[src/rtl/gray_conv_arbiter_pkg.sv]
// Shared Gray-code definitions: default geometry and a reusable binary-to-Gray helper.
package gray_pkg;

  localparam int GRAY_W    = 4;
  localparam int GRAY_NREQ = 4;
  localparam int GRAY_FN_W = 32;

  // Callers zero-extend narrower values and truncate the result; the upper zeros leave the low bits exact.
  function automatic logic [GRAY_FN_W-1:0] bin_to_gray(input logic [GRAY_FN_W-1:0] b);
    return b ^ (b >> 1);
  endfunction

endpackage

[src/rtl/gray_conv_arbiter_rr.sv]
// Round-robin arbiter core: owns the last winner and searches for the next requester after it.
module rr_arbiter_core
  import gray_pkg::*;
#(
  parameter int N_REQ = GRAY_NREQ,
  parameter int IDW   = $clog2(N_REQ)
) (
  input  logic             clk,
  input  logic             rst_n,
  input  logic [N_REQ-1:0] req,
  input  logic             enable,
  output logic [N_REQ-1:0] gnt,
  output logic [IDW-1:0]   gnt_id
);

  localparam logic [IDW-1:0] LAST_RST = IDW'(N_REQ - 1);

  logic [IDW-1:0]   last_id_r;
  logic [N_REQ-1:0] pick_s;
  logic [IDW-1:0]   pick_id_s;
  logic             found_s;

  // rotate-priority search starting just after the last winner
  always_comb begin
    int idx_v;
    idx_v     = 0;
    pick_s    = {N_REQ{1'b0}};
    pick_id_s = {IDW{1'b0}};
    found_s   = 1'b0;
    for (int i = 1; i <= N_REQ; i++) begin
      idx_v = int'(last_id_r) + i;
      if (idx_v >= N_REQ) begin
        idx_v = idx_v - N_REQ;
      end else begin
        idx_v = idx_v;
      end
      if (req[idx_v] && !found_s) begin
        pick_s[idx_v] = 1'b1;
        pick_id_s     = idx_v[IDW-1:0];
        found_s       = 1'b1;
      end else begin
        found_s = found_s;
      end
    end
  end

  assign gnt    = (rst_n && enable) ? pick_s : {N_REQ{1'b0}};
  assign gnt_id = pick_id_s;

  // remember the winner only when its value is actually taken
  always_ff @(posedge clk or negedge rst_n) begin
    if (!rst_n) begin
      last_id_r <= LAST_RST;
    end else if (enable && found_s) begin
      last_id_r <= pick_id_s;
    end else begin
      last_id_r <= last_id_r;
    end
  end

endmodule

[src/rtl/gray_conv_arbiter.sv]
// Shares one binary-to-Gray converter among N_REQ requesters; single-entry tagged output
// register with valid/ready handshake and a wrapping conversion counter.
module gray_conv_arbiter
  import gray_pkg::*;
#(
  parameter int N_REQ = GRAY_NREQ,
  parameter int W     = GRAY_W,
  parameter int IDW   = $clog2(N_REQ)
) (
  input  logic               clk,
  input  logic               rst_n,
  input  logic [N_REQ-1:0]   req,
  input  logic [N_REQ*W-1:0] bin_in,
  output logic [N_REQ-1:0]   gnt,
  output logic               out_valid,
  input  logic               out_ready,
  output logic [W-1:0]       gray_out,
  output logic [IDW-1:0]     out_id,
  output logic [15:0]        conv_count
);

  logic             enable_s;
  logic             accept_s;
  logic [IDW-1:0]   gnt_id_s;
  logic [W-1:0]     sel_bin_s;
  logic [W-1:0]     gray_s;
  logic             out_valid_r;
  logic [W-1:0]     gray_r;
  logic [IDW-1:0]   id_r;
  logic [15:0]      conv_count_r;

  // a slot is free when empty or being drained this cycle, so a pop and a load can overlap
  assign enable_s = !out_valid_r || out_ready;
  assign accept_s = (|req) && enable_s;

  rr_arbiter_core #(
    .N_REQ (N_REQ),
    .IDW   (IDW)
  ) u_arb (
    .clk    (clk),
    .rst_n  (rst_n),
    .req    (req),
    .enable (enable_s),
    .gnt    (gnt),
    .gnt_id (gnt_id_s)
  );

  // select the granted requester's slice
  always_comb begin
    sel_bin_s = {W{1'b0}};
    for (int k = 0; k < N_REQ; k++) begin
      if (gnt_id_s == IDW'(k)) begin
        sel_bin_s = bin_in[k*W +: W];
      end else begin
        sel_bin_s = sel_bin_s;
      end
    end
  end

  assign gray_s = W'(bin_to_gray(GRAY_FN_W'(sel_bin_s)));

  // output slot: load on accept, empty on pop, otherwise hold
  always_ff @(posedge clk or negedge rst_n) begin
    if (!rst_n) begin
      out_valid_r <= 1'b0;
      gray_r      <= {W{1'b0}};
      id_r        <= {IDW{1'b0}};
    end else if (accept_s) begin
      out_valid_r <= 1'b1;
      gray_r      <= gray_s;
      id_r        <= gnt_id_s;
    end else if (out_ready && out_valid_r) begin
      out_valid_r <= 1'b0;
      gray_r      <= gray_r;
      id_r        <= id_r;
    end else begin
      out_valid_r <= out_valid_r;
      gray_r      <= gray_r;
      id_r        <= id_r;
    end
  end

  // count accepted conversions, wrapping naturally at 16 bits
  always_ff @(posedge clk or negedge rst_n) begin
    if (!rst_n) begin
      conv_count_r <= 16'd0;
    end else if (accept_s) begin
      conv_count_r <= conv_count_r + 16'd1;
    end else begin
      conv_count_r <= conv_count_r;
    end
  end

  assign out_valid  = out_valid_r;
  assign gray_out   = gray_r;
  assign out_id     = id_r;
  assign conv_count = conv_count_r;

endmodule

[config.mk]
export PLATFORM = sky130hd
export DESIGN_NAME = gray_conv_arbiter
export DESIGN_NICKNAME = d
export VERILOG_FILES = /design/src/rtl/gray_conv_arbiter_pkg.sv /design/src/rtl/gray_conv_arbiter_rr.sv /design/src/rtl/gray_conv_arbiter.sv
export SDC_FILE = /design/constraint.sdc
export NUM_CORES = 1
export LEC_CHECK = 0
export CORE_MARGIN = 10
export CORE_UTILIZATION = 30
export DETAILED_ROUTE_END_ITERATION = 16
export PLACE_DENSITY_LB_ADDON = 0.05
export SYNTH_ARGS = -nofsm -noshare
export SYNTH_HDL_FRONTEND = slang
export SYNTH_SLANG_ARGS = --single-unit
[constraint.sdc]
create_clock -name clk -period 3.5 [get_ports clk]
set_clock_uncertainty 0.15 [all_clocks]
set_input_delay 0.525 -clock clk [delete_from_list [all_inputs] [get_ports clk]]
set_output_delay 0.525 -clock clk [all_outputs]
set_load 0.05 [all_outputs]
==> flow_summary.toml <==
[layout]
nets = 286
fill_cells = 623
layoutNonFillerInstCount = 328
diodes = 0
finalCoreUtilization_pct = 43.7
drive_above_1_share_pct = 15.4
area_growth_pct = 40.0

[sta]
min_period_ns = 3.39
hold_viol = 0
worst_slew_pin_slew_ns = 0.540
setup_viol = 0
slew_headroom_pct = 64.0
fin_crit_sh_pct = 96.9
max_freq_mhz = 295
rsz0062_at_grt = "false"
drv_slew = 0
fin_tns_setup_ns = 0

[clocking]
cts-root-buf = "clkbuf_8"
h-tree-depth = 1
cts.clk_slew.worst_paths_ns = 0.09
cts.sinks = 25
cts_buffers = 3
hold_buffers = 0
cts_tree = "done"
clk_path_buf_depth = 2
clk_latency_ns = 0.27

[synthesis]
synthArstFlopShare_pct = 100
ys.flop_type = "dfrtp_1"
synth-edff-count = 0
synth_area_leaders = "dfrtp_1, xnor2_1, ha_1, nand2_1, xor2_1"
yosysWarnings = 0
synthCells = 197
ys_types = 55
yosysSeqAreaShare_pct = 33.8
synth_top_area_share_pct = 31.0
synthesis.area_sq_um = 1860
synth_seq_cells = 25
yosysMostFrequentCell = "nand2_1"
synth_top_area_cell = "dfrtp_1"
synth_nets = 229
avgSynthCellArea_sq_um = 9.43
synth_common_cells = "nand2_1, dfrtp_1, xnor2_1"

[worst_setup_path]
cp_slowest_stage_delay_ns = 0.61
endpoint_kind = "output port"
worst-endpoint-arrival_ns = 2.72
path_cells = "clkdlybuf4s50_1 > or3b_1 > a2111oi_0 > or3_2 > nand2_1 > a21oi_2 > buf_12"
crit_fanout = 13
critPathTopFamily = "simple AND/OR/NAND/NOR gates"
worst-path-stages = 7
critPathKind = "in2out"
cp-start-kind = "input port"
crit_slowest_cell = "clkdlybuf4s50_1"
worst-path-buf-inv = 2
critPathRequiredTime_ns = 2.82
worstRegToRegCells = 9

[routing]
drcViolationCount = 0
via_per_inst = 5.00
firstDrtPassIters = 4
drtIter0Drc = 53
num_vias = 1641
postRouteAntennaNets = 0
routedWlPerCell_microns = 15.7
wirelength_microns = 5160

[grt]
gr-usage-all-layers_pct = 10.5
grt_max_degree = 26
grt_pass1_wl_microns = 8780
overflow = 0
antenna_found_initial = 0
grt_pass1_vias = 1718

[place]
globalplace.congestion = 0.807
port_buffers = 49
hpwlAfterDp_microns = 3990
placed_cells = 323

[pwr]
power.switching_uw = 981
switching_share_pct = 49.2
comb_power_share_pct = 68.7
clockPowerShare_pct = 8.7
p_int_uw = 1010
leakage_uw = 0.00105
vdd_ir_drop_max_v = 0.000330
powerDensity_nw_per_um2 = 766
pwr-share-seq_pct = 22.6

[min_path]
hp-class = "reg2reg"
hold_depth = 1

[job]
maxCapViolCount = 0

[floorplanning]
die_h_microns = 98.7
die_width_microns = 98.7
io_pins = 50
die_area_sq_um = 9740
start_util_pct = 31.2
rows = 28
core_area_sq_um = 5960

[outcome]
outcome = "completed"
## through the flow
stage	hold WS [ns]	instance area, sq um	total power [uW]	setup slack [ns]
2_1_floorplan	0.0794	1870	1370	0.114
3_3_place_gp	0.319	2530	1810	0.105
3_5_place_dp	0.312	2530	1810	0.0532
4_1_cts	0.334	2580	1990	0.0121
5_1_grt	0.363	2600	2150	0.0149
6_report	0.332	2600	1990	0.107
## metal layers
metal  GRT usage (%)  vias to the layer above  part of all wire [%]
met1            12.5                      776                    44
met3            2.79                        2                   5.3
met5               0                        -                     0
met4            2.65                        0                  0.58
met2            18.4                       32                    50
li1                -                      831                     -
## cell families (layout without fill, tap and decap cells)
family | Yosys count | count (layout) | share of synthesized area (%)
xor+xnor | 27 | 27 | 12.7
simple gates | 73 | 73 | 21.5
flops | 25 | 25 | 33.8
mux | 6 | 6 | 4.17
buf+inv | 16 | 72 | 4.51
fa+ha+maj | 9 | 9 | 6.06
compound gates | 41 | 41 | 17.2
## worst paths after layout
check	startpoint	to	slack, ns
hold / removal	conv_count[15]	conv_count[15]	0.33
setup / recovery	req[3]	gnt[1]	0.11
setup reg to reg	u_arb.last_id_r[1]	gray_out[3]	0.56
max in group asynchronous	rst_n	u_arb.last_id_r[1]	2.27
min in group asynchronous	rst_n	conv_count[7]	0.62
hold reg to reg	conv_count[15]	conv_count[15]	0.33
## power groups by stage
stage | Sequential (uW) | Combinational, uW | Clock (uW)
2_1_floorplan | 705 | 662 | 0
3_3_place_gp | 459 | 1360 | 0
3_5_place_dp | 456 | 1350 | 0
4_1_cts | 452 | 1360 | 179
5_1_grt | 463 | 1490 | 193
6_report | 450 | 1370 | 172
## state kept, by name (all words and copies together), names as in the netlist
name	cells
conv_count	16
gray_out	4
out_id	2
out_valid	1
u_arb.last_id_r	2
## area by class of cell
class	count	area (sq um)	share of cell area [%]
inverter	5	18.8	0.722
sequential	25	628	24.1
clock buffer	4	45.0	1.73
timing repair buffer	63	636	24.4
multi-input combinational	156	1180	45.4
tap	75	93.8	3.61
## placed cells by master, fill, tap and decap left out, types with 3 or more instances in the layout
cell type        instances
buf_12                   4
and2_1                   3
ha_1                     8
a21o_1                   3
nor2_1                   6
a222oi_1                 4
clkdlybuf4s50_1         45
nand2_1                 26
a21oi_2                  5
inv_1                    5
mux2i_1                  4
o21ai_0                  3
xnor2_1                 16
nor3_1                   3
clkbuf_8                 3
or3b_1                   3
buf_4                   14
nand3_1                  5
nand3b_1                 5
nand2b_1                 3
xor2_1                  11
dfrtp_1                 23
nand4_1                  4
a21oi_1                  3
## repair_timing
item / 4_1_cts / 5_1_grt
buffers inserted: 0 / 1
pin swaps: 0 / 1
resized for setup: 1 / 3
endpoints found under the setup margin: 4 / 4
(Power assumes the default switching activity.)
